### config.mk
export PLATFORM = sky130hd
export DESIGN_NAME = fetch_unit_flat
export DESIGN_NICKNAME = d
export VERILOG_FILES = /design/src/rtl/fetch_unit_if.sv /design/src/rtl/fetch_unit.sv /design/src/flat_wrapper.sv
export SDC_FILE = /design/constraint.sdc
export NUM_CORES = 1
export LEC_CHECK = 0
export CAP_MARGIN = 20
export CORE_MARGIN = 3
export CORE_UTILIZATION = 40
export CTS_BUF_LIST = sky130_fd_sc_hd__clkbuf_8 sky130_fd_sc_hd__clkbuf_16
export DETAILED_ROUTE_END_ITERATION = 12
export DONT_BUFFER_PORTS = 1
export GPL_TIMING_DRIVEN = 0
export HOLD_SLACK_MARGIN = 0.15
export PLACE_DENSITY = 0.65
export SETUP_SLACK_MARGIN = 0.15
export SLEW_MARGIN = 20
export SYNTH_ARGS = -nofsm -noshare
export SYNTH_HDL_FRONTEND = slang
export SYNTH_SLANG_ARGS = --single-unit
### constraint.sdc
create_clock -name clk -period 2.2 [get_ports clk]
set_input_delay 0.22 -clock clk [delete_from_list [all_inputs] [get_ports clk]]
set_output_delay 0.22 -clock clk [all_outputs]
set_load 0.01 [all_outputs]
### src/rtl/fetch_unit_if.sv
// Instruction-memory request/response bus between the fetch stage and imem.
//   req    : read request (one cycle per request)
//   addr   : request address
//   rvalid : read data valid, one pulse per request
//   rdata  : instruction word, valid with rvalid
interface fetch_unit_if;
   logic        req;
   logic [31:0] addr;
   logic        rvalid;
   logic [31:0] rdata;

   modport master (output req, output addr, input rvalid, input rdata);
   modport slave  (input req, input addr, output rvalid, output rdata);
endinterface

### src/rtl/fetch_unit.sv
// Instruction fetch stage feeding the IF/ID register. Owns the PC, keeps at
// most one imem read outstanding, and discards a response that was in flight
// when a redirect arrived.
//   clk, reset        : clock, synchronous active-high reset
//   stall             : IF/ID not accepting; presented instruction is held
//   redirect          : flush and redirect fetch to redirect_pc (word aligned)
//   imem              : instruction memory bus (master side)
//   instr_out, PC_out : presented instruction and its PC (registered)
//   valid_out         : instr_out/PC_out hold a real fetched instruction
module fetch_unit #(
   parameter logic [31:0] RESET_PC = 32'h0000_0000,
   parameter logic [31:0] NOP      = 32'h0000_0013
) (
   input  logic                clk,
   input  logic                reset,
   input  logic                stall,
   input  logic                redirect,
   input  logic [31:0]         redirect_pc,
   fetch_unit_if.master        imem,
   output logic [31:0]         instr_out,
   output logic [31:0]         PC_out,
   output logic                valid_out
);

   localparam int unsigned XLEN = 32;

   typedef enum logic {FETCH = 1'b0, WAIT = 1'b1} state_t;

   state_t            state;
   logic [XLEN-1:0]   pc;
   logic              kill;
   logic [XLEN-1:0]   redirect_aligned;

   assign redirect_aligned = {redirect_pc[XLEN-1:2], 2'b00};

   // Issue only when the output slot is (or is about to be) free, so a
   // response always has somewhere to land.
   assign imem.req  = (state == FETCH) && !reset && !redirect && (!valid_out || !stall);
   assign imem.addr = pc;

   // Fetch control, PC and IF/ID output registers.
   always_ff @(posedge clk) begin
      if (reset) begin
         pc        <= RESET_PC;
         state     <= FETCH;
         kill      <= 1'b0;
         instr_out <= NOP;
         PC_out    <= '0;
         valid_out <= 1'b0;
      end else begin
         // Consume empties the slot; a capture below overrides this.
         if (valid_out && !stall) begin
            valid_out <= 1'b0;
            instr_out <= NOP;
         end

         case (state)
            FETCH: begin
               if (imem.req) begin
                  state <= WAIT;
               end
            end
            WAIT: begin
               if (redirect) begin
                  if (imem.rvalid) begin
                     kill  <= 1'b0;
                     state <= FETCH;
                  end else begin
                     // Response still in flight: drop it when it arrives.
                     kill <= 1'b1;
                  end
               end else if (imem.rvalid && kill) begin
                  kill  <= 1'b0;
                  state <= FETCH;
               end else if (imem.rvalid) begin
                  instr_out <= imem.rdata;
                  PC_out    <= pc;
                  valid_out <= 1'b1;
                  pc        <= XLEN'(pc + XLEN'(4));
                  state     <= FETCH;
               end
            end
            default: state <= FETCH;
         endcase

         // Redirect flushes the slot and wins over capture and consume.
         if (redirect) begin
            pc        <= redirect_aligned;
            valid_out <= 1'b0;
            instr_out <= NOP;
         end
      end
   end

endmodule

### src/flat_wrapper.sv
// flat-port wrapper written by rule: the top's interface ports become plain ports
module fetch_unit_flat 
#(
   parameter logic [31:0] RESET_PC = 32'h0000_0000,
   parameter logic [31:0] NOP      = 32'h0000_0013
)
  (clk, reset, stall, redirect, redirect_pc, instr_out, PC_out, valid_out, imem_req, imem_addr, imem_rvalid, imem_rdata);
  fetch_unit_if imem_i ();
  input  logic clk;
  input  logic reset;
  input  logic stall;
  input  logic redirect;
  input  logic [31:0] redirect_pc;
  output logic [31:0] instr_out;
  output logic [31:0] PC_out;
  output logic valid_out;
  output wire logic [$bits(imem_i.req)-1:0] imem_req;
  output wire logic [$bits(imem_i.addr)-1:0] imem_addr;
  input wire logic [$bits(imem_i.rvalid)-1:0] imem_rvalid;
  input wire logic [$bits(imem_i.rdata)-1:0] imem_rdata;
  assign imem_req = imem_i.req;
  assign imem_addr = imem_i.addr;
  assign imem_i.rvalid = imem_rvalid;
  assign imem_i.rdata = imem_rdata;
  fetch_unit #(.RESET_PC(RESET_PC), .NOP(NOP)) u_core (.clk(clk), .reset(reset), .stall(stall), .redirect(redirect), .redirect_pc(redirect_pc), .imem(imem_i), .instr_out(instr_out), .PC_out(PC_out), .valid_out(valid_out));
endmodule
# == After elaboration in Yosys (flattened, before gate mapping) ==
# Index checks and enable logic that the tools add are counted.
# word_totals
regBits,99
in_bits,69
out_inout_bits,98
word_cells,49
# op_classes
add_sub_neg,1
eq_ne,1
muxes,19
n_bitwise,3
n_reduce_logical,18
# op_table
cell,count
2-to-1 mux 32 bit,8
adder 32 x 3 -> 32 bit (second input constant),1
2-to-1 mux 1 bit,10
AND reduction 3 bit,2
nonzero test 2 bit,3
logical AND 1 bit,5
zero test 1 bit,4
AND reduction 4 bit,1
NOT 1 bit,3
inequality test 2 bit (second input constant),1
one-hot mux 1 bit (2 select lines),1
AND reduction 2 bit,1
OR reduction 2 bit,1
logical OR 1 bit,1

# == Logic depth before layout (Yosys ltp) ==
# depth
depth_word,6
ltp_mapped,7
depth_no_buf,5

# == Worst setup path before layout ==
# No wires, ideal clock.
# synth_path
kind,register -> register
startpoint,"register u_core.pc[2], in the netlist u_core.imem.addr[2]"
endpoint,"register u_core.pc[30], in the netlist u_core.imem.addr[30]"
setup_time_ps,62
arrival_ps,1915
required_time_ps,2138
path_slack_ps,223
path_stages_with_launch,6
path_buffers,0
synth_period_minus_slack_ps,1977
cell_sequence,dfxtp_1 -> ha_1 -> nand4b_2 -> or4_1 -> or4b_1 -> nand3_1
# synth_between
elab_chain_cells,5
# synth_lines
element,line,source
from (decl),fetch_unit.sv:30,logic [XLEN-1:0] pc;
from (signal assigned),fetch_unit.sv:79,pc <= XLEN'(pc + XLEN'(4));
from (signal assigned),fetch_unit.sv:88,pc <= redirect_aligned;
adder 32 x 3 -> 32 bit,fetch_unit.sv:79,
2-to-1 mux 32 bit,fetch_unit.sv:75,end else if (imem.rvalid) begin
2-to-1 mux 32 bit,fetch_unit.sv:72,end else if (imem.rvalid && kill) begin
2-to-1 mux 32 bit,fetch_unit.sv:57,case (state)
2-to-1 mux 32 bit,fetch_unit.sv:87,if (redirect) begin
# No other way between the ends. The select of a mux whose other input is x is not followed.
# A chain may end at the register's enable or synchronous reset.

# == Worst setup path in the final report ==
# layout_path
startpoint,"register u_core.pc[17], in the netlist u_core.imem.addr[17]"
endpoint,"register u_core.pc[30], in the netlist u_core.imem.addr[30]"
# Same word-level chain as after synthesis.

==> results.json <==
{
  "power_mw": 3.49,
  "ios": 167,
  "critPathBufInv": 1,
  "powerDensity_nw_per_um2": 646,
  "crit_path_cell_trace": "clkbuf_4 -> nand4_1 -> or4_4 -> or4b_1 -> nand3_1",
  "drt.antenna.violating_nets": 0,
  "antenna_found_initial": 0,
  "cap_violations": 0,
  "p_sw_share_pct": 28.0,
  "highest_layer": "met4",
  "skew_ps": 7.26,
  "rrSetupSlack_ps": 170,
  "yosys.area.top_type": "dfxtp_1",
  "drt_iter0_drc": 343,
  "yosys-top-cells-count": "nand2_1 (106), dfxtp_1 (95), a21oi_1 (65)",
  "r2r_end": "u_core.imem.addr[30]",
  "grt_pass1_vias": 4219,
  "irDropWorstVdd_mv": 0.344,
  "clock_latency_ps": 370,
  "seq_area_frac_synth_pct": 44.7,
  "clock_sink_count": 95,
  "worst_slew_pin_slew_ps": 576,
  "vias_per_cell": 5.77,
  "synth_area_per_cell_um2": 7.93,
  "final_cells": 761,
  "synth_top_area_share_pct": 44.7,
  "synth_edf_count": 0,
  "critPathKind": "flop to flop",
  "p_int_mw": 2.52,
  "p_clk_share_pct": 35.1,
  "finalWeightedCongestion": 0.891,
  "hold_depth": 4,
  "syn_inst": 536,
  "rr_worst_depth": 5,
  "min_period_ps": 2030,
  "wl_mm": 14.0,
  "h-tree-depth": 3,
  "post-route-util_pct": 52.4,
  "clk_pin_slew_ps": 90,
  "fmax_mhz": 493,
  "outcome": "finished clean",
  "r2r_start": "u_core.imem.addr[17]",
  "relSlewSlack_pct": 61.6,
  "yosysMostFrequentCell": "nand2_1",
  "hold_path_end": "u_core.imem.addr[30]",
  "pwr-share-seq_pct": 54.1,
  "wire_per_inst_um": 18.3,
  "max-clock-path-buffers": 2,
  "drive_above_1_share_pct": 9.92,
  "row_count": 37,
  "route.layer.met1.wl_mm": 5.70,
  "hold_path_startpoint": "imem_rvalid",
  "cp-end-kind": "flop",
  "grt_max_degree": 17,
  "met3WireLength_mm": 1.36,
  "synth_area_leaders": "dfxtp_1 (45%), nand2_1 (9.4%), a21oi_1 (7.7%), nand3_1 (4.7%), clkbuf_1 (3.1%)",
  "finalSetupViolCount": 0,
  "crit_family": "simple AND/OR/NAND/NOR gates",
  "core_area_um2": 10300,
  "finalMaxSlewViolations": 0,
  "overflow": 0,
  "p_switching_uw": 978,
  "area_growth_pct": 27.3,
  "vias": 4390,
  "diodes": 0,
  "post-route-drc-count": 0,
  "synth_flop_cell": "dfxtp_1",
  "hold_slack_ps": 301,
  "dp_hpwl_mm": 9.43,
  "cts_made_buffers": 9,
  "startpoint_type": "flop",
  "dpl_worst_slack_ps": -325,
  "critPathMaxFanout": 9,
  "dieArea_um2": 11900,
  "firstDrtPassIters": 5,
  "yosysUniqueCellTypes": 48,
  "synthArstFlopShare_pct": 0,
  "cts_root_buffer": "clkbuf_8",
  "nets": 690,
  "p_leak_nw": 1.84,
  "hold_viol_final": 0,
  "nFillCells": 954,
  "yosys_warnings": 0,
  "io_buffers": 0,
  "setup_ws_ps": 173,
  "dr_wl_met2_mm": 6.61,
  "ys_ff_latch": 95,
  "fp.dieW_um": 109,
  "cts_tree": "built",
  "grt_usage_pct": 22.4,
  "min_path_type": "input port to flop",
  "share_comb_of_total_power_pct": 10.8,
  "dp_cells": 675,
  "max_stage_delay_ps": 590,
  "start_util_pct": 41.2,
  "die_h_um": 109,
  "grt_pass1_wl_mm": 21.0,
  "slowest_stage": "or4_4",
  "rsz0062_at_grt": "true",
  "synth_area_um2": 4250,
  "finalCritPeriodShare_pct": 92.1,
  "critPathArrivalTime_ps": 2340,
  "cp.required_ps": 2510
}
-- cell usage in the layout (no fill, tap or decap), types with 3 or more instances in the layout --
cell type / count
and4_1: 6
buf_1: 3
dfxtp_2: 10
dlygate4sd3_1: 64
o21ai_0: 6
nor2b_1: 7
clkbuf_1: 29
xor2_1: 4
clkbuf_2: 5
nor3_1: 10
a2111oi_0: 4
conb_1: 4
o2111a_1: 3
clkbuf_8: 10
a211oi_1: 15
or4_1: 4
nor2_1: 30
xnor2_1: 6
o31ai_1: 5
nor4_1: 6
a21oi_1: 65
or4_4: 3
nand2_1: 105
and3_1: 6
buf_4: 11
clkbuf_4: 3
inv_1: 10
dfxtp_1: 83
o211ai_1: 3
nand3_1: 40
a311oi_1: 8
nor3b_1: 3
a311o_1: 5
nand4_1: 16
-- cells by family after synthesis --
group                      synth area share [%]
buffers and inverters                      5.53
and+or+nand+nor                            29.7
other                                    0.0882
adders and majority gates                 0.294
xor gates and xnor gates                   2.06
DFF                                        44.7
AOI/OAI and AO/OA                          17.6
-- stage by stage --
step / cell area (um^2) / setup TNS [ps]
2_1_floorplan: 4260 / 0
3_5_place_dp: 4430 / -1480
4_1_cts: 5340 / 0
6_report: 5410 / 0
3_3_place_gp: 4430 / -848
5_1_grt: 5410 / 0
-- how the worst max path moves through the flow --
stage               depth (start not counted)              endpoint                  from
floorplan                                   5  u_core.imem.addr[30]   u_core.imem.addr[2]
global placement                            5  u_core.imem.addr[22]   u_core.imem.addr[2]
detailed placement                          5  u_core.imem.addr[22]   u_core.imem.addr[2]
CTS                                         7      u_core.PC_out[8]          u_core.state
global route                                6  u_core.imem.addr[17]          u_core.state
finish                                      5  u_core.imem.addr[30]  u_core.imem.addr[17]
-- area by class of cell --
type,instances,area [um^2],area share (%)
Multi-Input combinational cell,387,2170,40.2
Sequential cell,95,1920,35.5
Timing Repair Buffer,70,686,12.7
Buffer,47,215,3.98
Tap cell,136,170,3.15
Clock buffer,10,138,2.54
Clock inverter,6,68.8,1.27
Inverter,10,37.5,0.694
-- timing repair --
action,CTS,global route
hold endpoints to repair,65,0
endpoints found under the setup margin,16,67
pin swaps,1,3
gates resized for setup,16,24
hold buffers,64,0
setup buffers,2,4
-- sequential cells by signal, indices dropped and copies added (netlist names) --
signal / cells
u_core.state: 1
u_core.instr_out: 32
u_core.PC_out: 30
u_core.valid_out: 1
u_core.imem.addr: 30
u_core.kill: 1
-- worst min-delay path, delay by kind of cell --
kind / cells / cell delay, ps
simple gates: 3 / 330
compound gates: 1 / 80
-- per-layer routing --
layer  global-route usage, %  vias to the layer above
met1                    27.7                     2066
met3                    6.81                       28
met5                       0                        -
met2                    36.4                      221
li1                        -                     2075
met4                    8.66                        0
-- power by group through the flow --
| stage | registers [mW] | logic (mW) | clock network (mW) |
|---|---|---|---|
| 2_1_floorplan | 1.90 | 0.206 | 0 |
| 4_1_cts | 1.89 | 0.369 | 1.24 |
| 5_1_grt | 1.90 | 0.415 | 1.32 |
| 3_5_place_dp | 1.93 | 0.270 | 0 |
| 6_report | 1.89 | 0.379 | 1.23 |
| 3_3_place_gp | 1.92 | 0.261 | 0 |
Power figures use the tool's default switching activity.
